### src/rtl/clock_divider_bank_if.sv
// rtl/clock_divider_bank_if.sv - configuration and divided-clock bundle for clock_divider_bank
interface clock_divider_bank_if #(
  parameter int NCH  = 4,
  parameter int HW   = 8,
  parameter int SELW = 2
);
  logic            sync;
  logic            cfg_we;
  logic [SELW-1:0] cfg_sel;
  logic [HW-1:0]   cfg_half;
  logic [HW-1:0]   cfg_rdata;
  logic [NCH-1:0]  clk_out;
  logic [NCH-1:0]  rise_tick;

  modport master (
    output sync, cfg_we, cfg_sel, cfg_half,
    input  cfg_rdata, clk_out, rise_tick
  );

  modport slave (
    input  sync, cfg_we, cfg_sel, cfg_half,
    output cfg_rdata, clk_out, rise_tick
  );
endinterface

### src/rtl/clock_divider_bank.sv
// rtl/clock_divider_bank.sv - NCH-channel programmable 50%-duty clock divider with tick and sync
module clock_divider_bank #(
  parameter int NCH          = 4,
  parameter int HW           = 8,
  parameter int SELW         = 2,
  parameter int DEFAULT_HALF = 1
) (
  input  logic                 clk,
  input  logic                 resetn,
  clock_divider_bank_if.slave  bus
);

  logic [HW-1:0]  r_cnt   [NCH];
  logic [HW-1:0]  r_h_act [NCH];
  logic [HW-1:0]  r_h_shd [NCH];
  logic [NCH-1:0] r_out;
  logic [NCH-1:0] r_tick;

  logic [HW-1:0]  w_cnt_nxt   [NCH];
  logic [HW-1:0]  w_h_act_nxt [NCH];
  logic [HW-1:0]  w_h_shd_nxt [NCH];
  logic [NCH-1:0] w_out_nxt;
  logic [NCH-1:0] w_tick_nxt;
  logic [NCH-1:0] w_hit;
  logic [HW-1:0]  w_rdata;

  always_comb begin
    for (int i = 0; i < NCH; i++) begin
      // Out-of-range selects never match any channel, so such writes vanish.
      w_hit[i]       = bus.cfg_we && (bus.cfg_sel == SELW'(i));
      w_h_shd_nxt[i] = w_hit[i] ? bus.cfg_half : r_h_shd[i];
      w_cnt_nxt[i]   = r_cnt[i];
      w_out_nxt[i]   = r_out[i];
      w_tick_nxt[i]  = 1'b0;
      w_h_act_nxt[i] = r_h_act[i];
      if (bus.sync) begin
        w_cnt_nxt[i]   = '0;
        w_out_nxt[i]   = 1'b0;
        w_h_act_nxt[i] = w_h_shd_nxt[i];
      end else if (w_hit[i] && ((bus.cfg_half == '0) || (r_h_act[i] == '0))) begin
        w_cnt_nxt[i]   = '0;
        w_out_nxt[i]   = 1'b0;
        w_h_act_nxt[i] = bus.cfg_half;
      end else if (r_h_act[i] == '0) begin
        w_cnt_nxt[i] = '0;
        w_out_nxt[i] = 1'b0;
      end else if (r_cnt[i] == (r_h_act[i] - HW'(1))) begin
        w_cnt_nxt[i]  = '0;
        w_out_nxt[i]  = ~r_out[i];
        w_tick_nxt[i] = ~r_out[i];
        // Falling edge closes the period: only here may the half-period change.
        if (r_out[i]) begin
          w_h_act_nxt[i] = w_h_shd_nxt[i];
        end
      end else begin
        w_cnt_nxt[i] = r_cnt[i] + HW'(1);
      end
    end
  end

  always_ff @(posedge clk or negedge resetn) begin
    if (!resetn) begin
      for (int i = 0; i < NCH; i++) begin
        r_cnt[i]   <= '0;
        r_h_act[i] <= HW'(DEFAULT_HALF);
        r_h_shd[i] <= HW'(DEFAULT_HALF);
      end
      r_out  <= '0;
      r_tick <= '0;
    end else begin
      for (int i = 0; i < NCH; i++) begin
        r_cnt[i]   <= w_cnt_nxt[i];
        r_h_act[i] <= w_h_act_nxt[i];
        r_h_shd[i] <= w_h_shd_nxt[i];
      end
      r_out  <= w_out_nxt;
      r_tick <= w_tick_nxt;
    end
  end

  always_comb begin
    w_rdata = '0;
    for (int i = 0; i < NCH; i++) begin
      if (bus.cfg_sel == SELW'(i)) begin
        w_rdata = r_h_act[i];
      end
    end
  end

  assign bus.cfg_rdata = w_rdata;
  assign bus.clk_out   = r_out;
  assign bus.rise_tick = r_tick;

endmodule

### src/flat_wrapper.sv
// flat-port wrapper written by rule: the top's interface ports become plain ports
module clock_divider_bank_flat 
#(
  parameter int NCH          = 4,
  parameter int HW           = 8,
  parameter int SELW         = 2,
  parameter int DEFAULT_HALF = 1
)
  (clk, resetn, bus_sync, bus_cfg_we, bus_cfg_sel, bus_cfg_half, bus_cfg_rdata, bus_clk_out, bus_rise_tick);
  clock_divider_bank_if #(.NCH(NCH), .HW(HW), .SELW(SELW)) bus_i ();
  input  logic clk;
  input  logic resetn;
  input wire logic [$bits(bus_i.sync)-1:0] bus_sync;
  input wire logic [$bits(bus_i.cfg_we)-1:0] bus_cfg_we;
  input wire logic [$bits(bus_i.cfg_sel)-1:0] bus_cfg_sel;
  input wire logic [$bits(bus_i.cfg_half)-1:0] bus_cfg_half;
  output wire logic [$bits(bus_i.cfg_rdata)-1:0] bus_cfg_rdata;
  output wire logic [$bits(bus_i.clk_out)-1:0] bus_clk_out;
  output wire logic [$bits(bus_i.rise_tick)-1:0] bus_rise_tick;
  assign bus_i.sync = bus_sync;
  assign bus_i.cfg_we = bus_cfg_we;
  assign bus_i.cfg_sel = bus_cfg_sel;
  assign bus_i.cfg_half = bus_cfg_half;
  assign bus_cfg_rdata = bus_i.cfg_rdata;
  assign bus_clk_out = bus_i.clk_out;
  assign bus_rise_tick = bus_i.rise_tick;
  clock_divider_bank #(.NCH(NCH), .HW(HW), .SELW(SELW), .DEFAULT_HALF(DEFAULT_HALF)) u_core (.clk(clk), .resetn(resetn), .bus(bus_i));
endmodule
### config.mk
export PLATFORM = sky130hd
export DESIGN_NAME = clock_divider_bank_flat
export DESIGN_NICKNAME = d
export VERILOG_FILES = /design/src/rtl/clock_divider_bank_if.sv /design/src/rtl/clock_divider_bank.sv /design/src/flat_wrapper.sv
export SDC_FILE = /design/constraint.sdc
export NUM_CORES = 1
export LEC_CHECK = 0
export CAP_MARGIN = 25
export CELL_PAD_IN_SITES_DETAIL_PLACEMENT = 0
export CELL_PAD_IN_SITES_GLOBAL_PLACEMENT = 1
export CORE_ASPECT_RATIO = 0.9
export CORE_MARGIN = 5
export CORE_UTILIZATION = 46
export CTS_BUF_LIST = sky130_fd_sc_hd__clkbuf_4
export CTS_CLUSTER_SIZE = 40
export DETAILED_ROUTE_END_ITERATION = 16
export PLACE_DENSITY = 0.86
export SLEW_MARGIN = 10
export SYNTH_ARGS = -nofsm -noshare
export SYNTH_HDL_FRONTEND = slang
export SYNTH_SLANG_ARGS = --single-unit
### constraint.sdc
create_clock -name clk -period 2.41 [get_ports clk]
set_input_delay 0.6025 -clock clk [delete_from_list [all_inputs] [get_ports clk]]
set_output_delay 0.6025 -clock clk [all_outputs]
set_load 0.02 [all_outputs]
==> results of run 1 <==
## what timing repair did
action	in CTS	in global routing
resized for setup	42	27
endpoints found under the setup margin	42	37
hold endpoints to repair	0	0
buffers inserted	6	7
gates cloned	1	0
pin swaps	8	11
## cells by family after synthesis
| logic type | Yosys count | share of synthesized area [%] |
|---|---|---|
| AND/OR/NAND/NOR | 145 | 13.82 |
| flip-flops | 104 | 48.11 |
| multiplexers | 75 | 17.17 |
| XOR/XNOR | 66 | 10.65 |
| AO/OA/AOI/OAI | 39 | 5.599 |
| buffers and inverters | 27 | 1.889 |
| adder cells (fa/ha/maj) | 12 | 2.765 |
## flip-flops by register name, indices dropped and copies added (netlist names)
signal and count:
u_core.bus.clk_out 4, u_core.bus.rise_tick 4, u_core.r_cnt 32, u_core.r_h_act 32, u_core.r_h_shd 32
## metrics by stage
step                      setup TNS, ns  instance area, um^2  setup WS [ns]  std cells
after floorplan                 -0.9211                 5557       -0.09170        468
after global placement           -12.58                 6580        -0.5213        715
after detailed placement         -13.58                 6580        -0.5415        715
after CTS                       -0.1671                 6844       -0.03461        738
after global routing             -1.552                 6999        -0.1735        745
final                           -0.3670                 6999       -0.05936        745
## power by group through the flow
stage	logic [uW]	registers, uW	clock network, uW
after floorplan	1020	2250	0
after global placement	1640	2270	0
after detailed placement	1710	2280	0
after CTS	1740	2250	908
after global routing	2000	2290	993
final	1860	2260	885
## cells in the mapped netlist, types with 4 or more instances
cell      count  area, um^2
nor2_1       46       172.7
nand2b_1      6       37.54
o21ai_0       7       35.03
inv_1        15       56.30
mux4_2        8       180.2
clkbuf_1     10       37.54
and3_1        8       50.05
nor3_1       13       65.06
nor4_1        9       56.30
xnor2_1      34       297.8
or3_1         4       25.02
a21oi_1       7       35.03
nand3_1      23       115.1
nor2b_1       4       25.02
dfstp_2       8       210.2
xor2_1       32       280.3
and2_1        4       25.02
nand2_1      11       41.29
ha_1         12       150.1
dfrtp_1      96        2402
mux2_2       65       732.0
## metal layers
layer | GRT usage (%) | vias to the layer above | part of all wire (%)
li1 | - | 1887 | -
met1 | 24.52 | 2002 | 44
met2 | 33.03 | 72 | 50
met3 | 4.483 | 14 | 4.0
met4 | 6.720 | 0 | 1.9
met5 | 0 | - | 0
## area by class of cell
cell class / instances / area (um^2)
clock buffers: 9 / 67.56
clock inverters: 7 / 62.56
multi-input cells: 337 / 2968
fillers: 948 / 4482
flip-flops and latches: 104 / 2619
well taps: 156 / 195.2
inverters: 15 / 56.30
repair buffers: 117 / 1031
## critical path: cells and delay by family, from the launching register on
kind / cells / cell delay [ns]
AOI/OAI and AO/OA: 1 / 0.34
xor gates and xnor gates: 2 / 0.30
adders and majority gates: 1 / 0.16
buffers and inverters: 2 / 0.24
DFF: 1 / 0.57
muxes: 1 / 0.30
and+or+nand+nor: 2 / 0.47
## final timing paths
check | from | endpoint | slack, ns
setup / recovery | u_core.r_h_act[16]$_DFFE_PN1P_ | u_core.r_h_act[22]$_DFFE_PN0P_ | -0.06
hold / removal | resetn | u_core.r_cnt[28]$_DFF_PN0_ | 0.11
setup reg to reg | u_core.r_h_act[16]$_DFFE_PN1P_ | u_core.r_h_act[22]$_DFFE_PN0P_ | -0.06
hold reg to reg | u_core.bus.clk_out[0]$_DFFE_PN0P_ | u_core.bus.rise_tick[0]$_DFF_PN0_ | 0.51
max in group asynchronous | resetn | u_core.r_h_act[0]$_DFFE_PN1P_ | 1.63
min in group clk | u_core.bus.clk_out[0]$_DFFE_PN0P_ | u_core.bus.rise_tick[0]$_DFF_PN0_ | 0.51
==> impl_metrics.ini, run 1 <==
[outcome]
status = finished with violations
violations = negative setup slack

[pwr]
irDropWorstVdd_uv = 345.0
p_int_uw = 3324
pwr-share-seq_pct = 45.2
cellPowerDensity_mw_per_mm2 = 715.5
p_comb_share_pct = 37.1
p_switching_uw = 1684
p_leak_uw = 0.003118
p_clk_share_pct = 17.7
power_uw = 5008
switching_share_pct = 33.62

[die]
rows = 37
dieHeight_um = 113.1
die-area_mm2 = 0.01408
ios = 30
core_mm2 = 0.01148
start_util_pct = 47.30
die_w_um = 124.5

[synth]
synth_edf_count = 0
synth.distinct_cells = 49
syn_area_mm2 = 0.005430
syn-num-nets = 494
yosysWarnings = 0
synthFlopType = dfrtp_1
ys_seq_area_share_pct = 48.11
synth_cells = 468
ys_seq_elements = 104
postSynth.asyncResetShare_pct = 100.0
syn_area_per_cell_um2 = 11.60

[clock_tree]
insertion_delay_ns = 0.46
root_buffer = clkbuf_4
cts_buffer_depth = 2
path_clk_slew_ns = 0.16
cts.htree.levels = 3
cts_hold_buf = 0
cts_tree = built
cts_buffers = 9
cts_sinks = 104

[grt]
grt_util_all_layers_pct = 19.41
antenna_found_initial = 0
grt_max_degree = 39
grt_pass1_wl_um = 21710
grt_pass1_vias = 4160
grt-ovfl-total = 0

[flow_run]
drv_cap = 0

[worst_setup_path]
worst-endpoint-required_ns = 2.76
worst-r2r-cell-count = 9
endpoint_kind = flip-flop
cp_max_fo = 8
cp_slowest_cell = dfstp_2
crit_path_cell_trace = inv_2 -> ha_4 -> xnor2_2 -> xnor2_2 -> nor4_2 -> nand3_1 -> o311ai_4 -> buf_12 -> mux2_4
worst_ep_arrival_time_ns = 2.82
startpoint_type = flip-flop
critical_path_class = flip-flop to flip-flop
max_stage_delay_ns = 0.57
crit_top_cell = xnor2_2

[routing]
dr.pass1.iters = 4
wire_per_inst_um = 18.05
drt-initial-drc-count = 188
vias = 3975
drcViolationCount = 0
wirelength_um = 13440
detail_route.vias_per_cell = 5.336
ant_nets = 0

[cells_and_area]
final_common_cell = dfrtp_1
final_core_util_pct = 60.96
antenna_cells = 0
synthToLayoutAreaGrowth_pct = 28.89
layout_common_cells = dfrtp_1, buf_4, nor2_1
fin_nets = 610
drive_gt1_share_pct = 38.20

[sta]
finalHoldViolCount = 0
fin_ws_ns = -0.05936
period_minus_slack_ns = 2.469
setup_violations = 8
tightest_slew_ns = 0.5370
slew_violations = 0
skew_ns = 0.01402
max_freq_ghz = 0.4050
whs_ns = 0.1069
finalCritPeriodShare_pct = 102.5
slew_headroom_pct = 64.20
rsz0062_at_grt = true

[worst_hold_path]
hp-class = input port to async pin

[place]
dp_hpwl_um = 9785
portBuffers = 29
gp_congestion = 0.8474
Power figures use the tool's default switching activity.
==> inputs of run 2 (changes only) <==
--- a/config.mk
+++ b/config.mk
@@ -10,11 +10,12 @@
 export CELL_PAD_IN_SITES_GLOBAL_PLACEMENT = 1
 export CORE_ASPECT_RATIO = 0.9
 export CORE_MARGIN = 5
-export CORE_UTILIZATION = 46
+export CORE_UTILIZATION = 30
 export CTS_BUF_LIST = sky130_fd_sc_hd__clkbuf_4
 export CTS_CLUSTER_SIZE = 40
 export DETAILED_ROUTE_END_ITERATION = 16
-export PLACE_DENSITY = 0.86
+export DONT_BUFFER_PORTS = 1
+export PLACE_DENSITY = 0.6
 export SLEW_MARGIN = 10
 export SYNTH_ARGS = -nofsm -noshare
 export SYNTH_HDL_FRONTEND = slang
==> impl_metrics.ini, run 2 (synthesized netlist as in run 1, its figures left out) <==
[flow_run]
drv_cap = 0

[outcome]
violations = negative hold slack
status = finished with violations

[place]
dp_hpwl_um = 9667
portBuffers = 0
gp_congestion = 0.7463
dpl-instance-area_mm2 = 0.006187

[worst_setup_path]
startpoint_type = flip-flop
worst_ep_arrival_time_ns = 1.77
worst-endpoint-required_ns = 1.81
critical_path_class = flip-flop to output pin
timing.rr.start = u_core.r_h_act[17]$_DFFE_PN0P_
max_stage_delay_ns = 0.55
crit_top_cell = buf_4
crit_path_cell_trace = buf_4 -> buf_4 -> mux4_2
endpoint_kind = output pin
r2r_end = u_core.r_h_act[22]$_DFFE_PN0P_
reg2reg_setup_slack_ns = 0.04
cp_slowest_cell = mux4_2
cp_max_fo = 5
worst-r2r-cell-count = 9

[cells_and_area]
seq_area_mm2 = 0.002614
top_regs = u_core.r_cnt (32), u_core.r_h_act (32), u_core.r_h_shd (32)
synthToLayoutAreaGrowth_pct = 18.96
layout_common_cells = dfrtp_1, buf_4, nor2_1
final_common_cell = dfrtp_1
multi_input_area_mm2 = 0.002944
fin_nets = 545
design_area_mm2 = 0.006460
drive_gt1_share_pct = 33.40
fillers = 1777

[clock_tree]
cts_buffers = 9
insertion_delay_ns = 0.48
cts_tree = built
cts.htree.levels = 3
cts_buffer_depth = 2
root_buffer = clkbuf_4
path_clk_slew_ns = 0.15
cts_sinks = 104

[sta]
slew_violations = 0
whs_ns = -0.1981
finalSetupTns_ns = 0
slew_headroom_pct = 69.44
max_freq_ghz = 0.4218
rsz0062_at_grt = true
skew_ns = 0.01110
period_minus_slack_ns = 2.371
finalCritPeriodShare_pct = 98.38
setup_violations = 0
tightest_slew_ns = 0.4527
finalHoldViolCount = 99

[grt]
gr-usage-met3_pct = 3.235
grt-ovfl-total = 0
antenna_found_initial = 0
grt_util_all_layers_pct = 12.83
global_route.usage.met1_pct = 17.32
grt.busiest_layer = met2
gr-usage-met2_pct = 20.85
grt_pass1_wl_um = 20900
grt_max_degree = 105
grt_pass1_vias = 3661

[die]
dieHeight_um = 137.6
ios = 30
core_mm2 = 0.01773
die_w_um = 151.8
rows = 46
start_util_pct = 30.63
die-area_mm2 = 0.02090

[routing]
wire_per_inst_um = 17.25
wirelength_um = 13200
ant_nets = 0
detail_route.vias_per_cell = 4.809
drcViolationCount = 0
vias = 3679
dr.pass1.iters = 4
drt-initial-drc-count = 177

[worst_hold_path]
hp-class = input port to async pin

[pwr]
p_leak_uw = 0.002792
cellPowerDensity_mw_per_mm2 = 722.7
irDropWorstVdd_uv = 267.1
power_uw = 4668
-- run 2: changes by cell type in the layout (fill, tap and decap cells not counted), moves of 3 or more --
cell             previous run  this run
buf_4                      80        48
clkdlybuf4s50_1            18         0
buf_2                       7         0
buf_12                      7         3
dfrtp_1                    91        95
dfrtp_2                     5         1
clkbuf_4                    9        12
nor4_1                      5         8
-- run 2: what timing repair did --
| action | CTS | global route |
|---|---|---|
| pin swaps | 0 | 7 |
| gates resized for setup | 4 | 23 |
| buffers inserted | 1 | 5 |
| endpoints found under the hold margin | 104 | 104 |
| setup endpoints to repair | 25 | 39 |
-- run 2: final cells by class --
cell class,count,area share [%]
antenna,1,0.03874
clock buffer,12,1.395
clock inverter,4,0.3293
inverter,15,0.8716
multi-input combinational,337,45.57
sequential,104,40.46
tap,240,4.648
timing repair buffer,52,6.682
-- run 2: how the worst max path moves through the flow --
stage	start	endpoint	slack [ns]	cells past startpoint
global route	u_core.r_h_act[17]$_DFFE_PN0P_	u_core.r_h_act[22]$_DFFE_PN0P_	-0.1	9
CTS	u_core.r_h_act[13]$_DFFE_PN0P_	u_core.r_h_act[11]$_DFFE_PN0P_	0.01	7
floorplan	u_core.r_h_act[0]$_DFFE_PN1P_	u_core.r_h_act[2]$_DFFE_PN0P_	-0.09	8
finish	u_core.r_h_act[17]$_DFFE_PN0P_	bus_cfg_rdata[1]	0.04	3
detailed placement	u_core.r_h_act[8]$_DFFE_PN1P_	u_core.r_h_act[11]$_DFFE_PN0P_	-0.03	9
global placement	u_core.r_h_act[5]$_DFFE_PN0P_	u_core.r_h_act[7]$_DFFE_PN0P_	0.02	6
-- run 2: through the flow --
step	hold slack, ns	util (%)	instances	setup WS [ns]
final	-0.1981	36.44	765	0.03896
after floorplan	0.3069	-	468	-0.09170
after global placement	0.3108	34.90	742	0.01780
after global routing	-0.2604	36.43	764	-0.09844
after detailed placement	0.3108	34.90	742	-0.02896
after CTS	-0.2494	35.66	759	0.01304
-- run 2: per-layer routing --
metal	share of wire, %	wire length [um]
met5	0	0
met4	0.90	119
met3	4.1	535
met2	47	6252
met1	48	6288
-- run 2: critical path, delay by kind of cell (launching register included) --
| kind | cells | cell delay, ns |
|---|---|---|
| muxes | 1 | 0.55 |
| buffers and inverters | 2 | 0.29 |
| DFF | 1 | 0.46 |
-- run 2: report_power, final --
group	leakage, uW	switching (uW)	internal (uW)
logic	0.00143	756	863
clock network	0.0000664	573	242
registers	0.00130	210	2020
==> inputs of run 3 (changes only) <==
--- a/config.mk
+++ b/config.mk
@@ -5,17 +5,17 @@
 export SDC_FILE = /design/constraint.sdc
 export NUM_CORES = 1
 export LEC_CHECK = 0
+export ABC_AREA = 1
 export CAP_MARGIN = 25
 export CELL_PAD_IN_SITES_DETAIL_PLACEMENT = 0
 export CELL_PAD_IN_SITES_GLOBAL_PLACEMENT = 1
-export CORE_ASPECT_RATIO = 0.9
 export CORE_MARGIN = 5
 export CORE_UTILIZATION = 30
 export CTS_BUF_LIST = sky130_fd_sc_hd__clkbuf_4
 export CTS_CLUSTER_SIZE = 40
 export DETAILED_ROUTE_END_ITERATION = 16
 export DONT_BUFFER_PORTS = 1
-export PLACE_DENSITY = 0.6
+export PLACE_DENSITY = 0.63
 export SLEW_MARGIN = 10
 export SYNTH_ARGS = -nofsm -noshare
 export SYNTH_HDL_FRONTEND = slang
==> impl_metrics.ini, run 3 <==
[outcome]
status = finished with violations
violations = negative hold slack

[clock_tree]
cts.htree.levels = 3
path_clk_slew_ns = 0.17
cts_tree = built
insertion_delay_ns = 0.49
cts_buffer_depth = 2
root_buffer = clkbuf_4
cts_buffers = 9
cts_sinks = 104

[synth]
ys_seq_area_share_pct = 44.21
synthAdderAreaFrac_pct = 2.541
synth_cells = 755
synth_compound_area_share_pct = 6.564
synthTopCellsByCount = nand2_1, dfrtp_1, nand3_1, nor2_1, inv_1
synthMuxAreaShare_pct = 0
synth_xor_xnor_area_share_pct = 6.055
synth_top_area_share_pct = 40.65
synth_most_common_cell = nand2_1
ys_top_cells_by_area = dfrtp_1, nand2_1, nand3_1
post_synth_and_or_nand_nor_area_fraction_pct = 34.22
synthFlopType = dfrtp_1
postSynth.asyncResetShare_pct = 100.0
syn_area_per_cell_um2 = 7.827
synth_top_family_by_area = simple AND/OR/NAND/NOR gates
synth_edf_count = 0
synth.distinct_cells = 36
yosysWarnings = 0
syn_area_mm2 = 0.005909
syn-num-nets = 781
ys_seq_elements = 104
yosys.area.top_type = dfrtp_1

[worst_setup_path]
max_stage_delay_ns = 0.54
startpoint_type = flip-flop
worst_ep_arrival_time_ns = 1.68
cp_slowest_cell = dfrtp_1
critical_path_class = flip-flop to output pin
worst-r2r-cell-count = 10
worst-endpoint-required_ns = 1.81
crit_path_cell_trace = a221oi_1 -> o21ai_1
endpoint_kind = output pin
cp_max_fo = 6

[routing]
dr.pass1.iters = 4
wire_per_inst_um = 14.36
detail_route.vias_per_cell = 4.484
wirelength_um = 14850
vias = 4636
drcViolationCount = 0
drt-initial-drc-count = 232
ant_nets = 0

[place]
dp_hpwl_um = 11340
gp_congestion = 0.7828
post-place-ws_ns = 0.2739
portBuffers = 0
place_inst = 1017

[die]
start_util_pct = 30.46
ios = 30
die_w_um = 150.4
die-area_mm2 = 0.02261
core_mm2 = 0.01940
rows = 51
dieHeight_um = 150.4

[sta]
whs_ns = -0.2116
slew_violations = 0
period_minus_slack_ns = 2.285
skew_ns = 0.01771
finalSetupTns_ns = 0
finalHoldViolCount = 99
fin_ws_ns = 0.1246
slew_headroom_pct = 59.82
finalCritPeriodShare_pct = 94.83
max_freq_ghz = 0.4376
rsz0062_at_grt = false
setup_violations = 0
tightest_slew_ns = 0.6001

[pwr]
power_uw = 4390
p_comb_share_pct = 30.4
p_int_uw = 2679
cellPowerDensity_mw_per_mm2 = 688.0
p_clk_share_pct = 19.5
p_leak_uw = 0.003109
p_switching_uw = 1711
switching_share_pct = 38.98
irDropWorstVdd_uv = 236.4
pwr-share-seq_pct = 50.0

[cells_and_area]
layout.cells.non_filler = 1034
layout_common_cells = nand2_1, dfrtp_1, nand3_1
fillers = 2122
final_core_util_pct = 32.89
drive_gt1_share_pct = 13.93
top_regs = u_core.r_cnt (32), u_core.r_h_act (32), u_core.r_h_shd (32)
synthToLayoutAreaGrowth_pct = 7.982
final_common_cell = nand2_1
fin_nets = 789

[grt]
grt_pass1_wl_um = 25080
grt_max_degree = 105
grt_util_all_layers_pct = 14.22
grt-ovfl-total = 0
grt_pass1_vias = 4698
antenna_found_initial = 1

[worst_hold_path]
hp-class = input port to async pin

[flow_run]
drv_cap = 0
-- run 3: cell types whose count changed in the layout (fill, tap and decap cells not counted), sizes merged, moves of 9 or more --
cell	change
mux2	-65
nand3	+65
xor2	-12
nand2	+207
xnor2	-14
buf	-46
nor2	+57
inv	+73
o21ai	+47
nor4	-9
-- run 3: power groups by stage --
stage	combinational, uW	sequential [uW]	clock, uW
global placement	1340	2230	0
floorplan	1110	2140	0
finish	1340	2200	857
global route	1550	2230	966
CTS	1350	2200	898
detailed placement	1340	2230	0
-- run 3: per-layer routing --
layer	vias up	global-route usage [%]	routed length [um]	part of all wire, %
met4	0	4.986	242	1.6
met1	2142	20.34	7539	51
met5	-	0	0	0
met2	47	22.05	6698	45
li1	2433	-	-	-
met3	14	1.957	369	2.5
-- run 3: cell type report --
cell class | instances | area [um^2] | share of cell area, %
Clock inverter | 7 | 52.55 | 0.8235
Sequential cell | 104 | 2615 | 40.98
Inverter | 86 | 322.8 | 5.059
Tap cell | 265 | 331.6 | 5.196
Clock buffer | 9 | 67.56 | 1.059
Antenna cell | 1 | 2.502 | 0.03922
Multi-Input combinational cell | 556 | 2944 | 46.14
Timing Repair Buffer | 6 | 45.04 | 0.7059
-- run 3: worst max-delay path, delay by kind of cell, from the launching register on --
family | cells | cell delay [ns]
flip-flops | 1 | 0.54
AO/OA/AOI/OAI | 2 | 0.66
-- run 3: kinds of logic after synthesis --
kind of cell	count (synthesis)
AO/OA/AOI/OAI	73
XOR/XNOR	40
adder cells (fa/ha/maj)	12
buffers and inverters	95
flip-flops	104
AND/OR/NAND/NOR	431
-- run 3: final timing paths --
path                                                 from                            to  slack, ns
min reg2reg                  u_core.r_h_shd[24]$_DFF_PN1_  u_core.r_h_shd[24]$_DFF_PN1_       0.50
max                        u_core.r_h_act[13]$_DFFE_PN0P_              bus_cfg_rdata[5]       0.12
min in group clk                          bus_cfg_half[5]  u_core.r_h_shd[21]$_DFF_PN0_       0.39
min                                                resetn    u_core.r_cnt[31]$_DFF_PN0_      -0.21
max in group asynchronous                          resetn   u_core.r_h_shd[8]$_DFF_PN1_       2.35
max reg2reg                u_core.r_h_act[24]$_DFFE_PN1P_    u_core.r_cnt[31]$_DFF_PN0_       0.29
-- run 3: per-stage QoR --
| stage | instance area, um^2 | hold slack (ns) |
|---|---|---|
| final | 6381 | -0.2116 |
| after global routing | 6381 | -0.2586 |
| after detailed placement | 6230 | 0.3112 |
| after floorplan | 5909 | 0.3069 |
| after CTS | 6354 | -0.2578 |
| after global placement | 6230 | 0.3110 |
-- run 3: timing repair --
action,in CTS,in global routing
resized for setup,6,8
setup endpoints to repair,5,6
setup buffers,0,0
pin swaps,0,0
hold endpoints to repair,104,104
